===== src/rtl/pipeline_stall_sequencer_if.sv =====
// ----------------------------------------------------------------------------
// pipeline_stall_sequencer_if
//   Bundles the hazard/redirect/interrupt requests going into the stall
//   sequencer and the pipeline-register controls coming back out of it.
//   master : pipeline side (drives requests, consumes controls)
//   slave  : sequencer side (consumes requests, drives controls)
//   Requests : load_use_stall, pop_stall, branch_taken_ex, mem_busy, int_req
//   Controls : pc_en, ifid_en, ifid_flush, idex_bubble, exmem_en,
//              int_push_pc, int_push_flags, int_vector_sel, int_ack,
//              stall_count[CNT_W-1:0]
// ----------------------------------------------------------------------------
interface pipeline_stall_sequencer_if #(
  parameter int CNT_W = 16
);
  logic             load_use_stall;
  logic             pop_stall;
  logic             branch_taken_ex;
  logic             mem_busy;
  logic             int_req;
  logic             pc_en;
  logic             ifid_en;
  logic             ifid_flush;
  logic             idex_bubble;
  logic             exmem_en;
  logic             int_push_pc;
  logic             int_push_flags;
  logic             int_vector_sel;
  logic             int_ack;
  logic [CNT_W-1:0] stall_count;

  modport master (
    output load_use_stall, pop_stall, branch_taken_ex, mem_busy, int_req,
    input  pc_en, ifid_en, ifid_flush, idex_bubble, exmem_en,
           int_push_pc, int_push_flags, int_vector_sel, int_ack, stall_count
  );

  modport slave (
    input  load_use_stall, pop_stall, branch_taken_ex, mem_busy, int_req,
    output pc_en, ifid_en, ifid_flush, idex_bubble, exmem_en,
           int_push_pc, int_push_flags, int_vector_sel, int_ack, stall_count
  );
endinterface


===== src/rtl/pipeline_stall_sequencer.sv =====
// ----------------------------------------------------------------------------
// pipeline_stall_sequencer
//   Central stall/flush/interrupt sequencer for the 5-stage pipeline.
//   Resolves hazard stalls, execute redirects and memory-busy freezes, runs
//   the interrupt entry sequence (drain, push PC, push flags, vector) and
//   counts cycles in which the PC did not advance.
//   Ports:
//     clk  : clock
//     rst  : synchronous, active-high reset
//     bus  : pipeline_stall_sequencer_if.slave (requests in, controls out)
//   Control outputs are combinational on state + requests; stall_count is
//   registered and saturates at all-ones.
// ----------------------------------------------------------------------------
module pipeline_stall_sequencer #(
  parameter int DRAIN_CYCLES = 3,
  parameter int CNT_W        = 16
) (
  input  logic                          clk,
  input  logic                          rst,
  pipeline_stall_sequencer_if.slave     bus
);

  localparam int DW = (DRAIN_CYCLES > 1) ? $clog2(DRAIN_CYCLES) : 1;

  typedef enum logic [2:0] {
    ST_RUN,
    ST_DRAIN,
    ST_PUSH_PC,
    ST_PUSH_FLAGS,
    ST_VECTOR
  } state_t;

  state_t           state_reg, state_next;
  logic [DW-1:0]    drain_cnt_reg, drain_cnt_next;
  logic [CNT_W-1:0] stall_count_reg;

  logic pc_en, ifid_en, ifid_flush, idex_bubble, exmem_en;
  logic int_push_pc, int_push_flags, int_vector_sel, int_ack;

  always_comb begin
    state_next     = state_reg;
    drain_cnt_next = drain_cnt_reg;
    pc_en          = 1'b0;
    ifid_en        = 1'b0;
    ifid_flush     = 1'b0;
    idex_bubble    = 1'b0;
    exmem_en       = 1'b0;
    // Interrupt strobes follow the state alone, so a memory freeze holds
    // them at whatever the frozen state is presenting.
    int_push_pc    = (state_reg == ST_PUSH_PC);
    int_push_flags = (state_reg == ST_PUSH_FLAGS);
    int_vector_sel = (state_reg == ST_VECTOR);
    int_ack        = (state_reg == ST_VECTOR);

    if (rst) begin
      ifid_flush     = 1'b1;
      idex_bubble    = 1'b1;
      int_push_pc    = 1'b0;
      int_push_flags = 1'b0;
      int_vector_sel = 1'b0;
      int_ack        = 1'b0;
    end else if (bus.mem_busy) begin
      // Whole pipe frozen: enables, flush and bubble all low, FSM holds.
    end else begin
      case (state_reg)
        ST_RUN: begin
          exmem_en = 1'b1;
          if (bus.branch_taken_ex) begin
            // Redirect wins over any stall: the stalled decode instruction
            // is on the wrong path and gets flushed anyway.
            pc_en       = 1'b1;
            ifid_en     = 1'b1;
            ifid_flush  = 1'b1;
            idex_bubble = 1'b1;
          end else if (bus.load_use_stall || bus.pop_stall) begin
            idex_bubble = 1'b1;
          end else begin
            pc_en   = 1'b1;
            ifid_en = 1'b1;
            if (bus.int_req) begin
              state_next     = ST_DRAIN;
              drain_cnt_next = DW'(DRAIN_CYCLES - 1);
            end
          end
        end
        ST_DRAIN: begin
          // Let older instructions retire; new fetches are squashed. A
          // redirect still updates the PC so it holds the return address.
          pc_en       = bus.branch_taken_ex;
          ifid_en     = 1'b1;
          ifid_flush  = 1'b1;
          idex_bubble = 1'b1;
          exmem_en    = 1'b1;
          if (drain_cnt_reg == '0) begin
            state_next = ST_PUSH_PC;
          end else begin
            drain_cnt_next = drain_cnt_reg - DW'(1);
          end
        end
        ST_PUSH_PC: begin
          ifid_en     = 1'b1;
          ifid_flush  = 1'b1;
          idex_bubble = 1'b1;
          exmem_en    = 1'b1;
          state_next  = ST_PUSH_FLAGS;
        end
        ST_PUSH_FLAGS: begin
          ifid_en     = 1'b1;
          ifid_flush  = 1'b1;
          idex_bubble = 1'b1;
          exmem_en    = 1'b1;
          state_next  = ST_VECTOR;
        end
        ST_VECTOR: begin
          pc_en       = 1'b1;
          ifid_en     = 1'b1;
          ifid_flush  = 1'b1;
          idex_bubble = 1'b1;
          exmem_en    = 1'b1;
          state_next  = ST_RUN;
        end
        default: begin
          state_next = ST_RUN;
        end
      endcase
    end
  end

  always_ff @(posedge clk) begin
    if (rst) begin
      state_reg       <= ST_RUN;
      drain_cnt_reg   <= '0;
      stall_count_reg <= '0;
    end else begin
      state_reg     <= state_next;
      drain_cnt_reg <= drain_cnt_next;
      if (!pc_en && (stall_count_reg != {CNT_W{1'b1}})) begin
        stall_count_reg <= stall_count_reg + CNT_W'(1);
      end
    end
  end

  assign bus.pc_en          = pc_en;
  assign bus.ifid_en        = ifid_en;
  assign bus.ifid_flush     = ifid_flush;
  assign bus.idex_bubble    = idex_bubble;
  assign bus.exmem_en       = exmem_en;
  assign bus.int_push_pc    = int_push_pc;
  assign bus.int_push_flags = int_push_flags;
  assign bus.int_vector_sel = int_vector_sel;
  assign bus.int_ack        = int_ack;
  assign bus.stall_count    = stall_count_reg;

endmodule

===== src/flat_wrapper.sv =====
// flat-port wrapper written by rule: the top's interface ports become plain ports
module pipeline_stall_sequencer_flat 
#(
  parameter int DRAIN_CYCLES = 3,
  parameter int CNT_W        = 16
)
  (clk, rst, bus_load_use_stall, bus_pop_stall, bus_branch_taken_ex, bus_mem_busy, bus_int_req, bus_pc_en, bus_ifid_en, bus_ifid_flush, bus_idex_bubble, bus_exmem_en, bus_int_push_pc, bus_int_push_flags, bus_int_vector_sel, bus_int_ack, bus_stall_count);
  pipeline_stall_sequencer_if #(.CNT_W(CNT_W)) bus_i ();
  input  logic clk;
  input  logic rst;
  input wire logic [$bits(bus_i.load_use_stall)-1:0] bus_load_use_stall;
  input wire logic [$bits(bus_i.pop_stall)-1:0] bus_pop_stall;
  input wire logic [$bits(bus_i.branch_taken_ex)-1:0] bus_branch_taken_ex;
  input wire logic [$bits(bus_i.mem_busy)-1:0] bus_mem_busy;
  input wire logic [$bits(bus_i.int_req)-1:0] bus_int_req;
  output wire logic [$bits(bus_i.pc_en)-1:0] bus_pc_en;
  output wire logic [$bits(bus_i.ifid_en)-1:0] bus_ifid_en;
  output wire logic [$bits(bus_i.ifid_flush)-1:0] bus_ifid_flush;
  output wire logic [$bits(bus_i.idex_bubble)-1:0] bus_idex_bubble;
  output wire logic [$bits(bus_i.exmem_en)-1:0] bus_exmem_en;
  output wire logic [$bits(bus_i.int_push_pc)-1:0] bus_int_push_pc;
  output wire logic [$bits(bus_i.int_push_flags)-1:0] bus_int_push_flags;
  output wire logic [$bits(bus_i.int_vector_sel)-1:0] bus_int_vector_sel;
  output wire logic [$bits(bus_i.int_ack)-1:0] bus_int_ack;
  output wire logic [$bits(bus_i.stall_count)-1:0] bus_stall_count;
  assign bus_i.load_use_stall = bus_load_use_stall;
  assign bus_i.pop_stall = bus_pop_stall;
  assign bus_i.branch_taken_ex = bus_branch_taken_ex;
  assign bus_i.mem_busy = bus_mem_busy;
  assign bus_i.int_req = bus_int_req;
  assign bus_pc_en = bus_i.pc_en;
  assign bus_ifid_en = bus_i.ifid_en;
  assign bus_ifid_flush = bus_i.ifid_flush;
  assign bus_idex_bubble = bus_i.idex_bubble;
  assign bus_exmem_en = bus_i.exmem_en;
  assign bus_int_push_pc = bus_i.int_push_pc;
  assign bus_int_push_flags = bus_i.int_push_flags;
  assign bus_int_vector_sel = bus_i.int_vector_sel;
  assign bus_int_ack = bus_i.int_ack;
  assign bus_stall_count = bus_i.stall_count;
  pipeline_stall_sequencer #(.DRAIN_CYCLES(DRAIN_CYCLES), .CNT_W(CNT_W)) u_core (.clk(clk), .rst(rst), .bus(bus_i));
endmodule

===== config.mk =====
export PLATFORM = sky130hd
export DESIGN_NAME = pipeline_stall_sequencer_flat
export DESIGN_NICKNAME = d
export VERILOG_FILES = /design/src/rtl/pipeline_stall_sequencer_if.sv /design/src/rtl/pipeline_stall_sequencer.sv /design/src/flat_wrapper.sv
export SDC_FILE = /design/constraint.sdc
export NUM_CORES = 1
export LEC_CHECK = 0
export CORE_ASPECT_RATIO = 1.5
export CORE_MARGIN = 2
export CORE_UTILIZATION = 42
export CTS_CLUSTER_DIAMETER = 50
export DETAILED_ROUTE_END_ITERATION = 7
export DONT_BUFFER_PORTS = 1
export SLEW_MARGIN = 30
export SYNTH_ARGS = -nofsm -noshare
export SYNTH_HDL_FRONTEND = slang
export SYNTH_SLANG_ARGS = --single-unit

===== constraint.sdc =====
create_clock -name clk -period 3.36 [get_ports clk]
set_input_delay 0.504 -clock clk [delete_from_list [all_inputs] [get_ports clk]]
set_output_delay 0.504 -clock clk [all_outputs]
set_load 0.01 [all_outputs]

==> results.json <==
{
  "status": "complete, no violations",
  "synth_top_area_share_pct": 33.50,
  "switching_share_pct": 24.86,
  "die_h_um": 70.95,
  "ys_types": 45,
  "required_ns": 2.86,
  "fillCellCount": 318,
  "io_buffers": 0,
  "drtIter0Drc": 21,
  "cts.path.max_buffers": 2,
  "synth_async_sr_flop_share_pct": 0,
  "vias": 1190,
  "cp-start-kind": "flip-flop",
  "seq_power_share_pct": 56.5,
  "track_usage_pct": 19.55,
  "drtPass1Iterations": 4,
  "hold_class": "input pin to flip-flop",
  "antenna_cells": 0,
  "final_critical_path_setup_slack_ns": 1.118,
  "setup_viol": 0,
  "power_frac_comb_pct": 6.7,
  "period_share_pct": 66.73,
  "hold_viol_final": 0,
  "start_util_pct": 43.53,
  "postCtsSetupBuffers": 0,
  "rsz0062_at_grt": "no",
  "worstMarginPinSlew_ns": 0.5573,
  "syn_inst": 161,
  "clock-sinks": 21,
  "syn_to_final_growth_pct": 4.985,
  "synth.top_cells.by_count": "dfxtp_1 (21), a21oi_1 (20), nor2_1 (15), nand2_1 (8), o21ai_0 (8)",
  "gp_congestion": 0.8174,
  "fin_tns_setup_ns": 0,
  "rows": 24,
  "peakVddDrop_uv": 203.8,
  "holdWs_ns": 0.3015,
  "clock_skew_ns": 0.004797,
  "crit_fanout": 15,
  "internal-power_w": 0.0003501,
  "wire_per_inst_um": 15.39,
  "nets": 166,
  "crit_type": "flip-flop to output port",
  "max_stage_delay_ns": 0.59,
  "fin_crit_ns": 2.242,
  "viasPerCell": 6.103,
  "cts_tree": "built",
  "power_density_nw_per_um2": 353.6,
  "ys_seq_elements": 21,
  "synth.yosys.seq_area_share_pct": 33.50,
  "grt_overflow_total": 0,
  "pwr-share-clk_pct": 36.8,
  "arrival_ns": 1.74,
  "ant_nets": 0,
  "slowest_stage": "dfxtp_1",
  "core_area_um2": 2883,
  "grt_pass1_vias": 1189,
  "dieArea_um2": 3450,
  "synth_area_leaders": "dfxtp_1 (33%), a21oi_1 (8.0%), nor2_1 (4.5%)",
  "antenna_found_initial": 0,
  "synth_largest_area_cell": "dfxtp_1",
  "path_cells": "o21ba_2, o22ai_1, nand2_1, inv_1",
  "grt_pass1_wl_mm": 5.444,
  "synth_edf_count": 0,
  "wl_mm": 3.001,
  "fmax_mhz": 446.0,
  "dp_slack_ns": 1.375,
  "numCtsBuffers": 3,
  "worstSetupEndpointType": "output port",
  "h-tree-depth": 1,
  "num_io_pins": 32,
  "synth.avg_cell_area_um2": 7.795,
  "synth_most_common_cell": "dfxtp_1",
  "drive_above_1_share_pct": 8.333,
  "largest_reg_flops": 16,
  "drv_cap": 0,
  "die-width_um": 48.63,
  "p_sw_w": 0.0001158,
  "dpl.hpwl_mm": 2.161,
  "power_w": 0.0004659,
  "ctsHoldBuffers": 0,
  "maxSlewHeadroom_pct": 62.33,
  "ctsRootBufferMaster": "clkbuf_8",
  "cts_resized": 0,
  "power.leakage_nw": 0.4172,
  "drc": 0,
  "clk_transition_reported_paths_ns": 0.08,
  "netlist_area_um2": 1255,
  "synth-main-ff-cell": "dfxtp_1",
  "synth_warnings": 0,
  "finalMaxSlewViolations": 0,
  "worstSkewPairLatency_ns": 0.27,
  "grt_max_degree": 30,
  "synth_fp_nets": 170
}
-- cell type report --
type	count	area [um2]	area share (%)
Multi-Input combinational cell	125	779.5	59.16
Sequential cell	21	420.4	31.91
Tap cell	39	48.80	3.704
Clock buffer	3	41.29	3.134
Inverter	6	22.52	1.709
Clock inverter	1	5.005	0.3799
-- power by group through the flow --
stage                     Clock (W)  Combinational (W)  Sequential (W)
after floorplan                   0          0.0000340        0.000265
after global placement            0          0.0000303        0.000268
after detailed placement          0          0.0000311        0.000269
after CTS                  0.000173          0.0000312        0.000263
after global routing       0.000181          0.0000359        0.000265
final                      0.000172          0.0000311        0.000263
-- layout by cell type, fill, tap and decap left out, types with 2 or more instances in the layout --
cell and instances:
a211oi_1 5, a21oi_1 20, a31oi_1 2, and2_1 2, and3_1 3, clkbuf_8 3, dfxtp_1 21, ha_1 2
inv_1 6, nand2_1 8, nand3_1 4, nand4_1 3, nor2_1 15, nor3_1 4, nor4_1 3, nor4b_1 3
o21ai_0 8, o21ai_1 2, o21bai_1 2, o31ai_1 5, or3_1 7, or4_1 4, or4_2 2
-- per-layer routing --
| metal | wire length (um) | track usage [%] | vias to the layer above | part of all wire (%) |
|---|---|---|---|---|
| li1 | - | - | 597 | - |
| met1 | 1182 | 20.56 | 557 | 39 |
| met2 | 1611 | 36.38 | 32 | 54 |
| met3 | 163 | 4.641 | 4 | 5.4 |
| met4 | 44 | 8.571 | 0 | 1.5 |
| met5 | 0 | 0 | - | 0 |
-- logic make-up (layout without fill, tap and decap cells) --
logic type / count (synthesis) / count (layout) / synth area share, %
multiplexers: 1 / 1 / 0.7976
AND/OR/NAND/NOR: 70 / 70 / 33.30
XOR/XNOR: 1 / 1 / 0.6980
adder cells (fa/ha/maj): 2 / 2 / 1.994
buffers and inverters: 15 / 10 / 4.885
flip-flops: 21 / 21 / 33.50
AO/OA/AOI/OAI: 51 / 51 / 24.83
-- final timing paths --
kind	start	to	slack, ns	cells past startpoint
max reg2reg	u_core.bus.stall_count[0]$_SDFFE_PP0P_	u_core.bus.stall_count[9]$_SDFFE_PP0P_	1.34	6
min	rst	u_core.state_reg[0]$_SDFFE_PP0P_	0.30	1
min reg2reg	u_core.drain_cnt_reg[1]$_SDFFE_PP0P_	u_core.drain_cnt_reg[1]$_SDFFE_PP0P_	0.46	2
max	u_core.state_reg[2]$_SDFFE_PP0P_	bus_pc_en	1.12	4
-- metrics by stage --
step,cells,area [um2],util [%]
after CTS,195,1311,45.49
after floorplan,161,1255,-
after global routing,195,1318,45.70
final,195,1318,45.70
after global placement,191,1265,43.88
after detailed placement,191,1265,43.88
-- critical path, delay by kind of cell (launching register included) --
family,cells,cell delay (ns)
flip-flops,1,0.59
AND/OR/NAND/NOR,1,0.19
buffers and inverters,1,0.23
AO/OA/AOI/OAI,2,0.45
(Power assumes the default switching activity.)
